### src/rtl/break_ctrl_pkg.sv
// -----------------------------------------------------------------------------
// break_ctrl_pkg
// Shared types and constants for the multi-channel DUT breakpoint controller.
//   state_e   : controller state (IDLE, RUN, HALT, STEP)
//   CAUSE_*   : halt_cause bit positions. Match channel i sits at CAUSE_MON0+i;
//               the fixed causes sit directly above the NUM_MON channel bits and
//               are expressed as offsets from NUM_MON (use cause_bit()).
// -----------------------------------------------------------------------------
package break_ctrl_pkg;

    typedef enum logic [1:0] {
        IDLE = 2'd0,
        RUN  = 2'd1,
        HALT = 2'd2,
        STEP = 2'd3
    } state_e;

    localparam int CAUSE_MON0 = 0;

    localparam int CAUSE_CYC  = 0;
    localparam int CAUSE_DIFF = 1;
    localparam int CAUSE_STEP = 2;

    // Absolute halt_cause index of a fixed cause for a given channel count.
    function automatic int cause_bit(input int num_mon, input int cause);
        return num_mon + cause;
    endfunction

endpackage

### src/rtl/break_mon_ch.sv
// -----------------------------------------------------------------------------
// break_mon_ch
// One register-match breakpoint channel with its re-arm flag.
//   sys_clk, sys_resetn : clock, async active-low reset
//   data  [MON_W]       : monitored DUT register
//   bp    [MON_W]       : match value
//   en                  : channel enable
//   valid               : qualifies data
//   eval                : controller is evaluating triggers this cycle
//   trig                : channel fires this cycle
// After firing, the channel stays disarmed until its match goes false for at
// least one cycle, so a persistent match cannot re-halt straight after resume.
// -----------------------------------------------------------------------------
module break_mon_ch #(
    parameter int MON_W = 64
) (
    input  logic             sys_clk,
    input  logic             sys_resetn,
    input  logic [MON_W-1:0] data,
    input  logic [MON_W-1:0] bp,
    input  logic             en,
    input  logic             valid,
    input  logic             eval,
    output logic             trig
);

    logic match;
    logic rearm_q, rearm_d;

    assign match = en && valid && (data == bp);
    assign trig  = match && rearm_q && eval;

    always_comb begin
        // NOTE: default first so every path assigns rearm_d and no latch is inferred.
        rearm_d = rearm_q;
        if (trig) begin
            rearm_d = 1'b0;
        end else if (!match) begin
            rearm_d = 1'b1;
        end
    end

    always_ff @(posedge sys_clk or negedge sys_resetn) begin
        // NOTE: non-blocking for state so all flops update from pre-edge values.
        if (!sys_resetn) begin
            rearm_q <= 1'b1;
        end else begin
            rearm_q <= rearm_d;
        end
    end

endmodule

### src/rtl/break_ctrl_mc.sv
// -----------------------------------------------------------------------------
// break_ctrl_mc
// Gated task-clock enable generator with cycle, register-match and difftest
// breakpoints, resume and N-cycle single-step.
// Ports:
//   sys_clk, sys_resetn          : system clock, async active-low reset
//   clk_en                       : global run enable (low forces IDLE)
//   cycle_bp, cycle_bp_en        : gated-cycle breakpoint and its enable
//   mon_data, mon_bp [NUM_MON*MON_W] : monitored regs / match values, ch i at [i*MON_W +: MON_W]
//   mon_bp_en [NUM_MON]          : per-channel enable
//   dut_valid                    : qualifies mon_data
//   difftest_break               : difftest mismatch (level)
//   resume_req, step_req         : pulses, honoured only in HALT (resume wins)
//   step_count [STEP_W]          : cycles to step (0 treated as 1)
//   task_clk_ce                  : registered enable for the DUT clock buffer
//   halted                       : high in HALT
//   halt_cause [NUM_MON+3]       : {step_done, difftest, cycle, mon[NUM_MON-1:0]}
//   gated_cycles [CNT_W]         : count of cycles with task_clk_ce=1 (wraps)
// Optional (macro BREAK_SNAPSHOT_EN):
//   snap_data [NUM_MON*MON_W], snap_cycle [CNT_W] : mon_data and gated_cycles
//   captured from the triggering cycle on each HALT entry.
// -----------------------------------------------------------------------------
module break_ctrl_mc
    import break_ctrl_pkg::*;
#(
    parameter int CNT_W   = 64,
    parameter int NUM_MON = 4,
    parameter int MON_W   = 64,
    parameter int STEP_W  = 16
) (
    input  logic                     sys_clk,
    input  logic                     sys_resetn,
    input  logic                     clk_en,
    input  logic [CNT_W-1:0]         cycle_bp,
    input  logic                     cycle_bp_en,
    input  logic [NUM_MON*MON_W-1:0] mon_data,
    input  logic [NUM_MON*MON_W-1:0] mon_bp,
    input  logic [NUM_MON-1:0]       mon_bp_en,
    input  logic                     dut_valid,
    input  logic                     difftest_break,
    input  logic                     resume_req,
    input  logic                     step_req,
    input  logic [STEP_W-1:0]        step_count,
    output logic                     task_clk_ce,
    output logic                     halted,
    output logic [NUM_MON+2:0]       halt_cause,
    output logic [CNT_W-1:0]         gated_cycles
`ifdef BREAK_SNAPSHOT_EN
    ,
    output logic [NUM_MON*MON_W-1:0] snap_data,
    output logic [CNT_W-1:0]         snap_cycle
`endif
);

    localparam int CAUSE_W  = NUM_MON + 3;
    localparam int IDX_CYC  = cause_bit(NUM_MON, CAUSE_CYC);
    localparam int IDX_DIFF = cause_bit(NUM_MON, CAUSE_DIFF);
    localparam int IDX_STEP = cause_bit(NUM_MON, CAUSE_STEP);

    state_e               state_q, state_d;
    logic                 ce_q, ce_d;
    logic [CNT_W-1:0]     cnt_q, cnt_d;
    logic [CAUSE_W-1:0]   cause_q, cause_d;
    logic [STEP_W-1:0]    step_q, step_d;
    logic [CAUSE_W-1:0]   trig_vec;
    logic [NUM_MON-1:0]   mon_trig;
    logic                 eval;
    logic                 step_last;
    logic                 stop;

    // Triggers are only looked at while the DUT clock is actually running.
    assign eval      = clk_en && ((state_q == RUN) || (state_q == STEP));
    assign step_last = (state_q == STEP) && (step_q == STEP_W'(1));

    for (genvar i = 0; i < NUM_MON; i++) begin : g_mon
        break_mon_ch #(
            .MON_W (MON_W)
        ) u_ch (
            .sys_clk    (sys_clk),
            .sys_resetn (sys_resetn),
            .data       (mon_data[i*MON_W +: MON_W]),
            .bp         (mon_bp[i*MON_W +: MON_W]),
            .en         (mon_bp_en[i]),
            .valid      (dut_valid),
            .eval       (eval),
            .trig       (mon_trig[i])
        );
    end

    // All causes true in this cycle; the last step cycle counts as a cause so
    // that a trigger on that cycle reports both.
    always_comb begin
        trig_vec                        = '0;
        trig_vec[CAUSE_MON0 +: NUM_MON] = mon_trig;
        trig_vec[IDX_CYC]               = eval && cycle_bp_en && (cnt_q == cycle_bp);
        trig_vec[IDX_DIFF]              = eval && difftest_break;
        trig_vec[IDX_STEP]              = eval && step_last;
    end

    assign stop = |trig_vec;

    always_comb begin
        state_d = state_q;
        cause_d = cause_q;
        step_d  = step_q;
        if (!clk_en) begin
            // halt_cause and the counter are deliberately held here.
            state_d = IDLE;
        end else begin
            case (state_q)
                IDLE: state_d = RUN;
                RUN: begin
                    if (stop) begin
                        state_d = HALT;
                        cause_d = trig_vec;
                    end
                end
                HALT: begin
                    if (resume_req) begin
                        state_d = RUN;
                        cause_d = '0;
                    end else if (step_req) begin
                        state_d = STEP;
                        cause_d = '0;
                        step_d  = (step_count == '0) ? STEP_W'(1) : step_count;
                    end
                end
                STEP: begin
                    step_d = step_q - STEP_W'(1);
                    if (stop) begin
                        state_d = HALT;
                        cause_d = trig_vec;
                    end
                end
                default: state_d = IDLE;
            endcase
        end
    end

    // The enable is registered from next-state: a trigger in cycle t leaves
    // exactly that cycle gated and drops the enable from t+1.
    assign ce_d  = (state_d == RUN) || (state_d == STEP);
    assign cnt_d = cnt_q + CNT_W'(ce_q);

    always_ff @(posedge sys_clk or negedge sys_resetn) begin
        if (!sys_resetn) begin
            state_q <= IDLE;
            ce_q    <= 1'b0;
            cnt_q   <= '0;
            cause_q <= '0;
            step_q  <= '0;
        end else begin
            state_q <= state_d;
            ce_q    <= ce_d;
            cnt_q   <= cnt_d;
            cause_q <= cause_d;
            step_q  <= step_d;
        end
    end

    assign task_clk_ce  = ce_q;
    assign halted       = (state_q == HALT);
    assign halt_cause   = cause_q;
    assign gated_cycles = cnt_q;

`ifdef BREAK_SNAPSHOT_EN
    logic                     halt_entry;
    logic [NUM_MON*MON_W-1:0] snap_data_q;
    logic [CNT_W-1:0]         snap_cycle_q;

    assign halt_entry = (state_d == HALT) && (state_q != HALT);

    always_ff @(posedge sys_clk or negedge sys_resetn) begin
        if (!sys_resetn) begin
            snap_data_q  <= '0;
            snap_cycle_q <= '0;
        end else if (halt_entry) begin
            snap_data_q  <= mon_data;
            snap_cycle_q <= cnt_q;
        end
    end

    assign snap_data  = snap_data_q;
    assign snap_cycle = snap_cycle_q;
`endif

endmodule

### config.mk
export PLATFORM = sky130hd
export DESIGN_NAME = break_ctrl_mc
export DESIGN_NICKNAME = d
export VERILOG_FILES = /design/src/rtl/break_ctrl_pkg.sv /design/src/rtl/break_mon_ch.sv /design/src/rtl/break_ctrl_mc.sv
export SDC_FILE = /design/constraint.sdc
export NUM_CORES = 1
export LEC_CHECK = 0
export CAP_MARGIN = 30
export CORE_AREA = 2 2 263 265
export CTS_CLUSTER_SIZE = 24
export DETAILED_ROUTE_END_ITERATION = 10
export DIE_AREA = 0 0 265 267
export HOLD_SLACK_MARGIN = 0.02
export PLACE_DENSITY = 0.34
export SYNTH_ARGS = -nofsm -noshare
export SYNTH_HDL_FRONTEND = slang
export SYNTH_SLANG_ARGS = --single-unit
### constraint.sdc
create_clock -name sys_clk -period 2.45 [get_ports sys_clk]
set_input_delay 0.245 -clock sys_clk [delete_from_list [all_inputs] [get_ports sys_clk]]
set_output_delay 0.245 -clock sys_clk [all_outputs]
set_load 0.05 [all_outputs]
==> results.py, run 1 <==
metrics = {
    "run_status": {
        "outcome": "complete, no violations",
    },
    "clock_tree": {
        "clkTransAtPathRegs_ns": 0.07,
        "cts_tree": "done",
        "cts-root-buf": "clkbuf_16",
        "cts_sinks": 93,
        "h-tree-depth": 3,
        "clock_latency_ns": 0.37,
        "cts_buffers": 9,
        "clk_path_buf_depth": 2,
    },
    "floorplanning": {
        "rows": 96,
        "core_mm2": 0.06799,
        "start_util": 0.1198,
        "ioPinCount": 677,
        "die_area_mm2": 0.07076,
        "die_y_um": 267,
        "die_w_um": 265,
    },
    "worst_hold_path": {
        "min_path_type": "primary input to async pin",
    },
    "placement": {
        "dp_slack_ns": -0.8014,
        "post-dp-hpwl_mm": 58.02,
        "dp_cells": 2626,
        "gp_congestion": 0.9135,
        "dpl_cell_area_mm2": 0.01707,
        "port_buffers": 676,
    },
    "cells_and_area": {
        "syn2layout_area_growth_pct": 116.5,
        "seq_area_mm2": 0.002342,
        "multiInputGateArea_mm2": 0.005694,
        "layout.nets": 2368,
        "fin_area_mm2": 0.01763,
        "drive_gt1_frac": 0.1212,
        "fill_cells": 7349,
        "instances_no_fill": 2652,
    },
    "synthesis": {
        "ys.flop_type": "dfrtp_1",
        "async_flop_share": 1.000,
        "synthMuxAreaShare": 0,
        "synth_nets": 1549,
        "yosys.area_share.xor_xnor": 0.3399,
        "ys_seq_area_frac": 0.2864,
        "yosys.area.top_type": "dfrtp_1",
        "synth_area_leaders": "dfrtp_1 27%, xor2_1 18%, xnor2_1 16%, nor4_1 4.2%, nand4_1 3.8%",
        "synth_edf_count": 0,
        "ys_types": 63,
        "synth_fa_ha_area_frac": 0.006146,
        "ys_seq_elements": 93,
        "syn_area_per_cell_um2": 8.653,
        "synth_compound_area_frac": 0.1051,
        "syn_area_mm2": 0.008143,
        "synth_top_cell_area_share": 0.2735,
        "synth_top_family_by_area": "XOR/XNOR gates",
        "yosys_warnings": 0,
        "syn_inst": 941,
        "synth-simple-area-share": 0.2254,
    },
    "setup_path": {
        "cp-start-kind": "primary input",
        "critPathKind": "primary input to register",
        "cp_data_required_time_ns": 2.70,
        "r2r-end": "task_clk_ce",
        "rrSetupSlack_ns": 0.1,
        "r2r_start": "gated_cycles[10]",
        "end_kind": "register",
        "worstPathArrival_ns": 2.60,
        "path_max_fanout": 7,
        "reg2regPathDepth": 11,
    },
    "drt": {
        "vias": 10160,
        "routed_wl_mm": 63.20,
        "wl_per_cell_um": 23.83,
        "via_per_inst": 3.832,
        "ant_nets": 0,
        "drcViolationCount": 0,
        "dr.first_iter.drc_count": 370,
        "first_pass_iters": 6,
    },
    "sta": {
        "setup_viol_count_final": 0,
        "rsz0062_at_grt": "true",
        "timing_max_transition_violations_final": 0,
        "hold_viol_final": 0,
        "period_minus_slack_ns": 2.354,
        "fmax_mhz": 424.9,
        "worst_slack_ns": 0.09645,
        "max_slew_margin": 0.5392,
        "skew_ns": 0.01025,
        "period_share": 0.9606,
        "worstMarginPinSlew_ns": 0.6890,
    },
    "job": {
        "cap_violations": 0,
    },
    "global_routing": {
        "grt.overflow.total": 0,
        "grt_pass1_wl_mm": 85.68,
        "gr-usage-all-layers": 0.1747,
        "grt_max_degree": 34,
        "grt_pass1_vias": 10870,
        "antenna_found_initial": 19,
    },
    "power": {
        "peakVddDrop_v": 0.0004002,
        "powerDensity_mw_per_mm2": 352.2,
        "static-leakage-power_nw": 7.012,
    },
}
[metrics by stage]
step / hold slack, ns / TNS [ns] / power (W) / util
2_1_floorplan: -0.05059 / 0 / 0.002764 / -
3_3_place_gp: 0.1941 / -6.418 / 0.004601 / 0.2510
3_5_place_dp: 0.2038 / -6.904 / 0.004612 / 0.2510
4_1_cts: 0.3422 / -0.1791 / 0.006323 / 0.2570
5_1_grt: 0.3596 / -0.4315 / 0.006607 / 0.2592
6_report: 0.3333 / 0 / 0.006210 / 0.2593
[state kept, by name (all words and copies together), names as in the netlist]
signal and cells:
halt_cause 7, state_q 1, g_mon.u_ch.rearm_q 4, task_clk_ce 1, gated_cycles 64, step_q 16
[cells by family after synthesis]
group | count (synthesis)
AOI/OAI and AO/OA | 127
xor gates and xnor gates | 316
adders and majority gates | 4
buffers and inverters | 80
DFF | 93
and+or+nand+nor | 321
[worst max-delay path: stages]
cell and delay, ns:
clkdlybuf4s50_1 0.52, nand2b_1 0.15, o2111ai_1 0.11, a2111oi_0 0.47, nand4_1 0.21, nor4_2 0.34, buf_4 0.18, a2111o_1 0.13
o31a_4 0.18, o21bai_1 0.07
[placed cells by master (no fill, tap or decap), drive strengths merged, types with 19 or more instances in the layout]
cell type | synthesis | routed
clkdlybuf4s50 | 0 | 673
xor2 | 168 | 168
xnor2 | 148 | 148
buf | 0 | 144
dfrtp | 89 | 89
inv | 70 | 72
nor4 | 55 | 55
nand4 | 51 | 51
nor2 | 48 | 48
nand2 | 44 | 44
o21ai | 34 | 34
nand3 | 31 | 31
nor2b | 21 | 21
o22ai | 19 | 19
[cell usage after synthesis (all sizes together), types with 15 or more instances]
cell / n
nand2: 44
inv: 70
xnor2: 148
dfrtp: 89
xor2: 168
nor3: 17
nand4: 51
a21oi: 17
nand3: 31
nor2: 48
nor2b: 21
o22ai: 19
nand2b: 15
o21ai: 34
and3: 15
nor4: 55
[cell type report]
class                      instances  share of cell area
antenna                            5           0.0007096
clock buffer                       9             0.01277
clock inverter                     7            0.005535
inverter                          70             0.01490
multi-input combinational        768              0.3229
sequential                        93              0.1328
tap                              882             0.06259
timing repair buffer             818              0.4477
[what timing repair did]
item                                    4_1_cts  5_1_grt
endpoints found under the setup margin        9       19
setup buffers                                 1        3
gates resized for setup                      11       25
hold endpoints to repair                     20        0
pin swaps                                     8       21
hold buffers                                  1        0
[how the worst max path moves through the flow]
stage,from,endpoint,slack [ns],depth (start not counted)
finish,mon_bp[76],halt_cause[1],0.1,10
CTS,gated_cycles[4],halt_cause[0],-0.03,10
floorplan,gated_cycles[41],gated_cycles[53],0.01,7
global route,gated_cycles[4],halt_cause[2],-0.06,10
detailed placement,cycle_bp[4],halt_cause[2],-0.80,11
global placement,cycle_bp[46],halt_cause[2],-0.75,11
[report_power, final]
part,switching (W),internal (W),leakage [nW]
Clock,0.000706,0.000901,0.152
Combinational,0.00122,0.00155,5.62
Sequential,0.000161,0.00167,1.23
[metal layers]
layer	up-vias	track usage	routed length, µm
li1	4956	-	-
met1	4789	0.2167	27460
met2	364	0.3066	30930
met3	33	0.05388	4400
met4	20	0.01557	274
met5	-	0	123
Note: power is estimated with default switching activity, not from simulation.
==> run 2, diff against run 1 <==
==> constraint.sdc (replaced) <==
create_clock -name sys_clk -period 2.33 [get_ports sys_clk]
set_input_delay 0.233 -clock sys_clk [delete_from_list [all_inputs] [get_ports sys_clk]]
set_output_delay 0.233 -clock sys_clk [all_outputs]
set_load 0.05 [all_outputs]
==> results.py, run 2 (same netlist as run 1, synthesis figures left out) <==
metrics = {
    "run_status": {
        "outcome": "finished with violations",
        "violations": "setup timing",
    },
    "setup_path": {
        "critPathLaunch": "gated_cycles[50]",
        "cp-start-kind": "register",
        "r2r_start": "gated_cycles[50]",
        "cp_data_required_time_ns": 2.59,
        "end_kind": "register",
        "r2r-end": "task_clk_ce",
        "rrSetupSlack_ns": -0.07,
        "worstPathArrival_ns": 2.65,
        "reg2regPathDepth": 11,
        "critPathKind": "register to register",
        "path_max_fanout": 2,
        "endpoint": "task_clk_ce",
    },
    "global_routing": {
        "gr-usage-all-layers": 0.1739,
        "grt_pass1_wl_mm": 85.36,
        "antenna_found_initial": 35,
        "grt_pass1_vias": 11110,
        "grt_max_degree": 39,
        "grt.overflow.total": 0,
    },
    "power": {
        "p_seq_frac": 0.298,
        "power_w": 0.006487,
        "p_int_w": 0.004276,
        "swShare": 0.3408,
        "clockPowerShare": 0.261,
        "powerDensity_mw_per_mm2": 363.5,
        "static-leakage-power_nw": 7.049,
        "p_switching_w": 0.002211,
        "combinationalPowerShare": 0.441,
        "peakVddDrop_v": 0.0002683,
    },
    "clock_tree": {
        "clk_path_buf_depth": 2,
        "cts-root-buf": "clkbuf_16",
        "clkTransAtPathRegs_ns": 0.08,
        "cts_sinks": 93,
        "cts_tree": "done",
        "clock_latency_ns": 0.39,
        "h-tree-depth": 3,
        "cts_buffers": 9,
    },
    "sta": {
        "period_share": 1.029,
        "setup_viol_count_final": 9,
        "hold_viol_final": 0,
        "fmax_mhz": 417.2,
        "period_minus_slack_ns": 2.397,
        "skew_ns": 0.01380,
        "worst_slack_ns": -0.06682,
        "timing_max_transition_violations_final": 0,
        "fin_tns_setup_ns": -0.4676,
        "max_slew_margin": 0.5281,
        "worstMarginPinSlew_ns": 0.7056,
        "rsz0062_at_grt": "true",
    },
    "cells_and_area": {
        "fill_cells": 7296,
        "seq_area_mm2": 0.002359,
        "layout.nets": 2383,
        "final_cell_mix": "670 x clkdlybuf4s50_1, 166 x xor2_1, 151 x buf_4",
        "multiInputGateArea_mm2": 0.005754,
        "final_common_cell": "clkdlybuf4s50_1",
        "drive_gt1_frac": 0.1421,
        "syn2layout_area_growth_pct": 119.2,
        "largest_register_ffs": 64,
    },
    "placement": {
        "gp_congestion": 0.9029,
        "port_buffers": 676,
        "post-dp-hpwl_mm": 56.96,
    },
    "floorplanning": {
        "die_area_mm2": 0.07076,
        "rows": 96,
        "ioPinCount": 677,
        "die_y_um": 267,
        "start_util": 0.1198,
        "die_w_um": 265,
        "core_mm2": 0.06799,
    },
    "drt": {
        "drcViolationCount": 0,
        "dr.first_iter.drc_count": 424,
        "routed_wl_mm": 62.56,
        "via_per_inst": 3.767,
        "ant_nets": 0,
        "first_pass_iters": 5,
        "vias": 10080,
        "wl_per_cell_um": 23.37,
    },
    "job": {
        "cap_violations": 0,
    },
    "worst_hold_path": {
        "min_path_type": "primary input to async pin",
    },
}
[run 2: cell type report]
class | instances | share of cell area
clock inverter | 5 | 0.003575
clock buffer | 11 | 0.01416
sequential | 93 | 0.1321
timing repair buffer | 833 | 0.4491
multi-input combinational | 768 | 0.3224
tap | 882 | 0.06183
antenna | 15 | 0.002103
inverter | 70 | 0.01472
[run 2: metal layers]
| metal | wire length (µm) | GRT usage |
|---|---|---|
| met3 | 5564 | 0.06735 |
| met5 | 173 | 0.007623 |
| met4 | 660 | 0.03802 |
| met1 | 25720 | 0.2058 |
| met2 | 30440 | 0.2959 |
[run 2: what timing repair did]
action	in CTS	in global routing
setup endpoints to repair	18	29
hold endpoints to repair	26	0
resized for setup	23	34
buffers inserted	3	9
pin swaps	22	18
hold buffers	1	0
[run 2: critical path: stages (launching register included)]
cell and delay (ns):
dfrtp_1 0.42, xnor2_2 0.22, nand4_1 0.13, nor4_2 0.33, buf_4 0.16, nand4_1 0.12, nor4_4 0.29, buf_4 0.18
a2111o_1 0.12, buf_4 0.13, nor2_4 0.04, o311a_1 0.13
[run 2: power by group through the flow]
stage	logic, W	registers (W)	clock network [W]
6_report	0.00286	0.00194	0.00169
5_1_grt	0.00312	0.00196	0.00182
4_1_cts	0.00291	0.00194	0.00177
3_5_place_dp	0.00287	0.00197	0
3_3_place_gp	0.00287	0.00196	0
2_1_floorplan	0.000757	0.00215	0
[run 2: worst min-delay path by stage]
stage,end,cells after the start
after floorplan,gated_cycles[0],0
after global placement,gated_cycles[46],1
after detailed placement,gated_cycles[46],1
after CTS,gated_cycles[58],2
after global routing,gated_cycles[58],2
final,gated_cycles[58],2
[run 2: through the flow]
step / worst slack (ns) / hold slack [ns] / area (µm²) / utilization / std cells
after floorplan: 0.006647 / -0.06259 / 8179 / - / 941
after global placement: -1.123 / 0.2056 / 17130 / 0.2520 / 2635
after detailed placement: -1.109 / 0.2035 / 17130 / 0.2520 / 2635
after CTS: -0.07370 / 0.3308 / 17610 / 0.2590 / 2654
after global routing: -0.2552 / 0.3464 / 17830 / 0.2623 / 2670
final: -0.06682 / 0.3204 / 17850 / 0.2625 / 2677
==> run 3, diff against run 2 <==
--- a/config.mk
+++ b/config.mk
@@ -5,11 +5,12 @@
 export SDC_FILE = /design/constraint.sdc
 export NUM_CORES = 1
 export LEC_CHECK = 0
+export ABC_AREA = 0
 export CAP_MARGIN = 30
-export CORE_AREA = 2 2 263 265
+export CORE_AREA = 3 3 264 266
 export CTS_CLUSTER_SIZE = 24
 export DETAILED_ROUTE_END_ITERATION = 10
-export DIE_AREA = 0 0 265 267
+export DIE_AREA = 0 0 267 269
 export HOLD_SLACK_MARGIN = 0.02
 export PLACE_DENSITY = 0.34
 export SYNTH_ARGS = -nofsm -noshare
==> results.py, run 3 (same netlist as run 1, synthesis figures left out) <==
metrics = {
    "sta": {
        "timing_max_transition_violations_final": 0,
        "worst_slack_ns": -0.04320,
        "max_slew_margin": 0.5091,
        "setup_viol_count_final": 8,
        "period_minus_slack_ns": 2.373,
        "skew_ns": 0.008349,
        "fin_tns_setup_ns": -0.2419,
        "hold_viol_final": 0,
        "fmax_mhz": 421.4,
        "worstMarginPinSlew_ns": 0.7341,
        "period_share": 1.019,
        "rsz0062_at_grt": "true",
    },
    "cells_and_area": {
        "fin_area_mm2": 0.01765,
        "final_cell_mix": "668 x clkdlybuf4s50_1, 168 x xor2_1, 149 x buf_4",
        "final_util": 0.2623,
        "largest_register_ffs": 64,
        "final_common_cell": "clkdlybuf4s50_1",
        "layout.nets": 2377,
        "instances_no_fill": 2653,
        "syn2layout_area_growth_pct": 116.7,
        "drive_gt1_frac": 0.1342,
        "fill_cells": 7311,
    },
    "global_routing": {
        "gr-usage-all-layers": 0.1689,
        "grt_max_degree": 41,
        "antenna_found_initial": 27,
        "grt.overflow.total": 0,
        "grt_pass1_wl_mm": 84.57,
        "grt_pass1_vias": 10980,
    },
    "drt": {
        "drcViolationCount": 0,
        "dr.first_iter.drc_count": 412,
        "first_pass_iters": 5,
        "wl_per_cell_um": 23.62,
        "via_per_inst": 3.798,
        "ant_nets": 0,
        "routed_wl_mm": 62.67,
        "vias": 10080,
    },
    "setup_path": {
        "crit_family": "compound AO/OA/AOI/OAI gates",
        "max_stage_delay_ns": 0.50,
        "cp-start-kind": "primary input",
        "reg2regPathDepth": 10,
        "worstPathArrival_ns": 2.62,
        "critPathKind": "primary input to register",
        "end_kind": "register",
        "cp_num_buf_inv": 2,
        "worst-path-stages": 9,
        "cp_data_required_time_ns": 2.57,
        "crit_slowest_cell": "clkdlybuf4s50_1",
        "r2r-end": "gated_cycles[33]",
        "r2r_start": "gated_cycles[10]",
        "crit_chain": "clkdlybuf4s50_1 -> a211o_1 -> a2111oi_2 -> nand4_1 -> nor4_2 -> buf_4 -> a2111o_1 -> o31a_4 -> o21bai_1",
        "rrSetupSlack_ns": 0,
        "path_max_fanout": 7,
    },
    "clock_tree": {
        "clkTransAtPathRegs_ns": 0.07,
        "h-tree-depth": 3,
        "cts-root-buf": "clkbuf_16",
        "cts_sinks": 93,
        "clk_path_buf_depth": 2,
        "cts_buffers": 9,
        "cts_tree": "done",
        "clock_latency_ns": 0.36,
    },
    "job": {
        "cap_violations": 0,
    },
    "floorplanning": {
        "rows": 95,
        "ioPinCount": 677,
        "die_w_um": 267,
        "start_util": 0.1210,
        "die_area_mm2": 0.07182,
        "core_mm2": 0.06728,
        "die_y_um": 269,
    },
    "power": {
        "static-leakage-power_nw": 6.974,
        "powerDensity_mw_per_mm2": 366.2,
        "peakVddDrop_v": 0.0002522,
        "power_w": 0.006463,
    },
    "placement": {
        "post-dp-hpwl_mm": 57.51,
        "dpl_cell_area_mm2": 0.01714,
        "port_buffers": 676,
        "dp_cells": 2628,
        "gp_congestion": 0.8750,
    },
    "run_status": {
        "violations": "setup timing",
        "outcome": "finished with violations",
    },
    "worst_hold_path": {
        "min_from": "clk_en",
        "holdPathEnd": "task_clk_ce",
        "min_path_type": "primary input to register",
        "min_path_cells": 2,
    },
}
-- run 3: changes by cell type in the layout (fill, tap and decap cells not counted), moves of 3 or more --
cell,previous run,this run
buf_6,5,2
diode_2,15,6
nand3_1,25,28
nor2_4,7,3
xnor2_1,144,147
xnor2_2,4,1
-- run 3: area by class of cell --
type                            count  area [µm²]  share of cell area
Timing Repair Buffer              827        7955              0.4508
Multi-Input combinational cell    768        5644              0.3198
Sequential cell                    93        2359              0.1336
Tap cell                          873        1092             0.06189
Clock buffer                       12       266.5             0.01510
Inverter                           70       262.8             0.01489
Clock inverter                      4       53.80            0.003049
Antenna cell                        6       15.01           0.0008508
-- run 3: metrics by stage --
| stage | hold WS (ns) | setup slack (ns) |
|---|---|---|
| after detailed placement | 0.2985 | -0.8646 |
| final | 0.3788 | -0.04320 |
| after CTS | 0.3583 | -0.05343 |
| after floorplan | -0.06259 | 0.006647 |
| after global routing | 0.3854 | -0.1779 |
| after global placement | 0.2907 | -0.8060 |
-- run 3: power breakdown --
| part | leakage, nW | total (W) | switching [W] | internal (W) |
|---|---|---|---|---|
| clock network | 0.151 | 0.00167 | 0.000745 | 0.000927 |
| logic | 5.61 | 0.00286 | 0.00126 | 0.00160 |
| registers | 1.21 | 0.00193 | 0.000174 | 0.00176 |
| total | 6.97 | 0.00646 | 0.00218 | 0.00429 |
-- run 3: timing repair --
action / CTS / global route
pin swaps: 9 / 6
hold endpoints to repair: 37 / 0
hold buffers: 1 / 0
buffers inserted: 0 / 2
gates resized for setup: 21 / 14
endpoints found under the setup margin: 13 / 33
-- run 3: worst max path at each step --
stage                  endpoint              from
2_1_floorplan  gated_cycles[53]  gated_cycles[25]
3_3_place_gp      halt_cause[2]       cycle_bp[6]
3_5_place_dp      halt_cause[2]      cycle_bp[10]
4_1_cts           halt_cause[4]  gated_cycles[10]
5_1_grt           halt_cause[4]  gated_cycles[10]
6_report          halt_cause[4]      mon_data[90]
-- run 3: metal layers --
metal / GRT usage / up-vias / routed length, µm
li1: - / 4978 / -
met1: 0.2006 / 4657 / 25500
met2: 0.3011 / 351 / 31550
met3: 0.05721 / 57 / 4786
met4: 0.02445 / 32 / 635
met5: 0 / - / 202
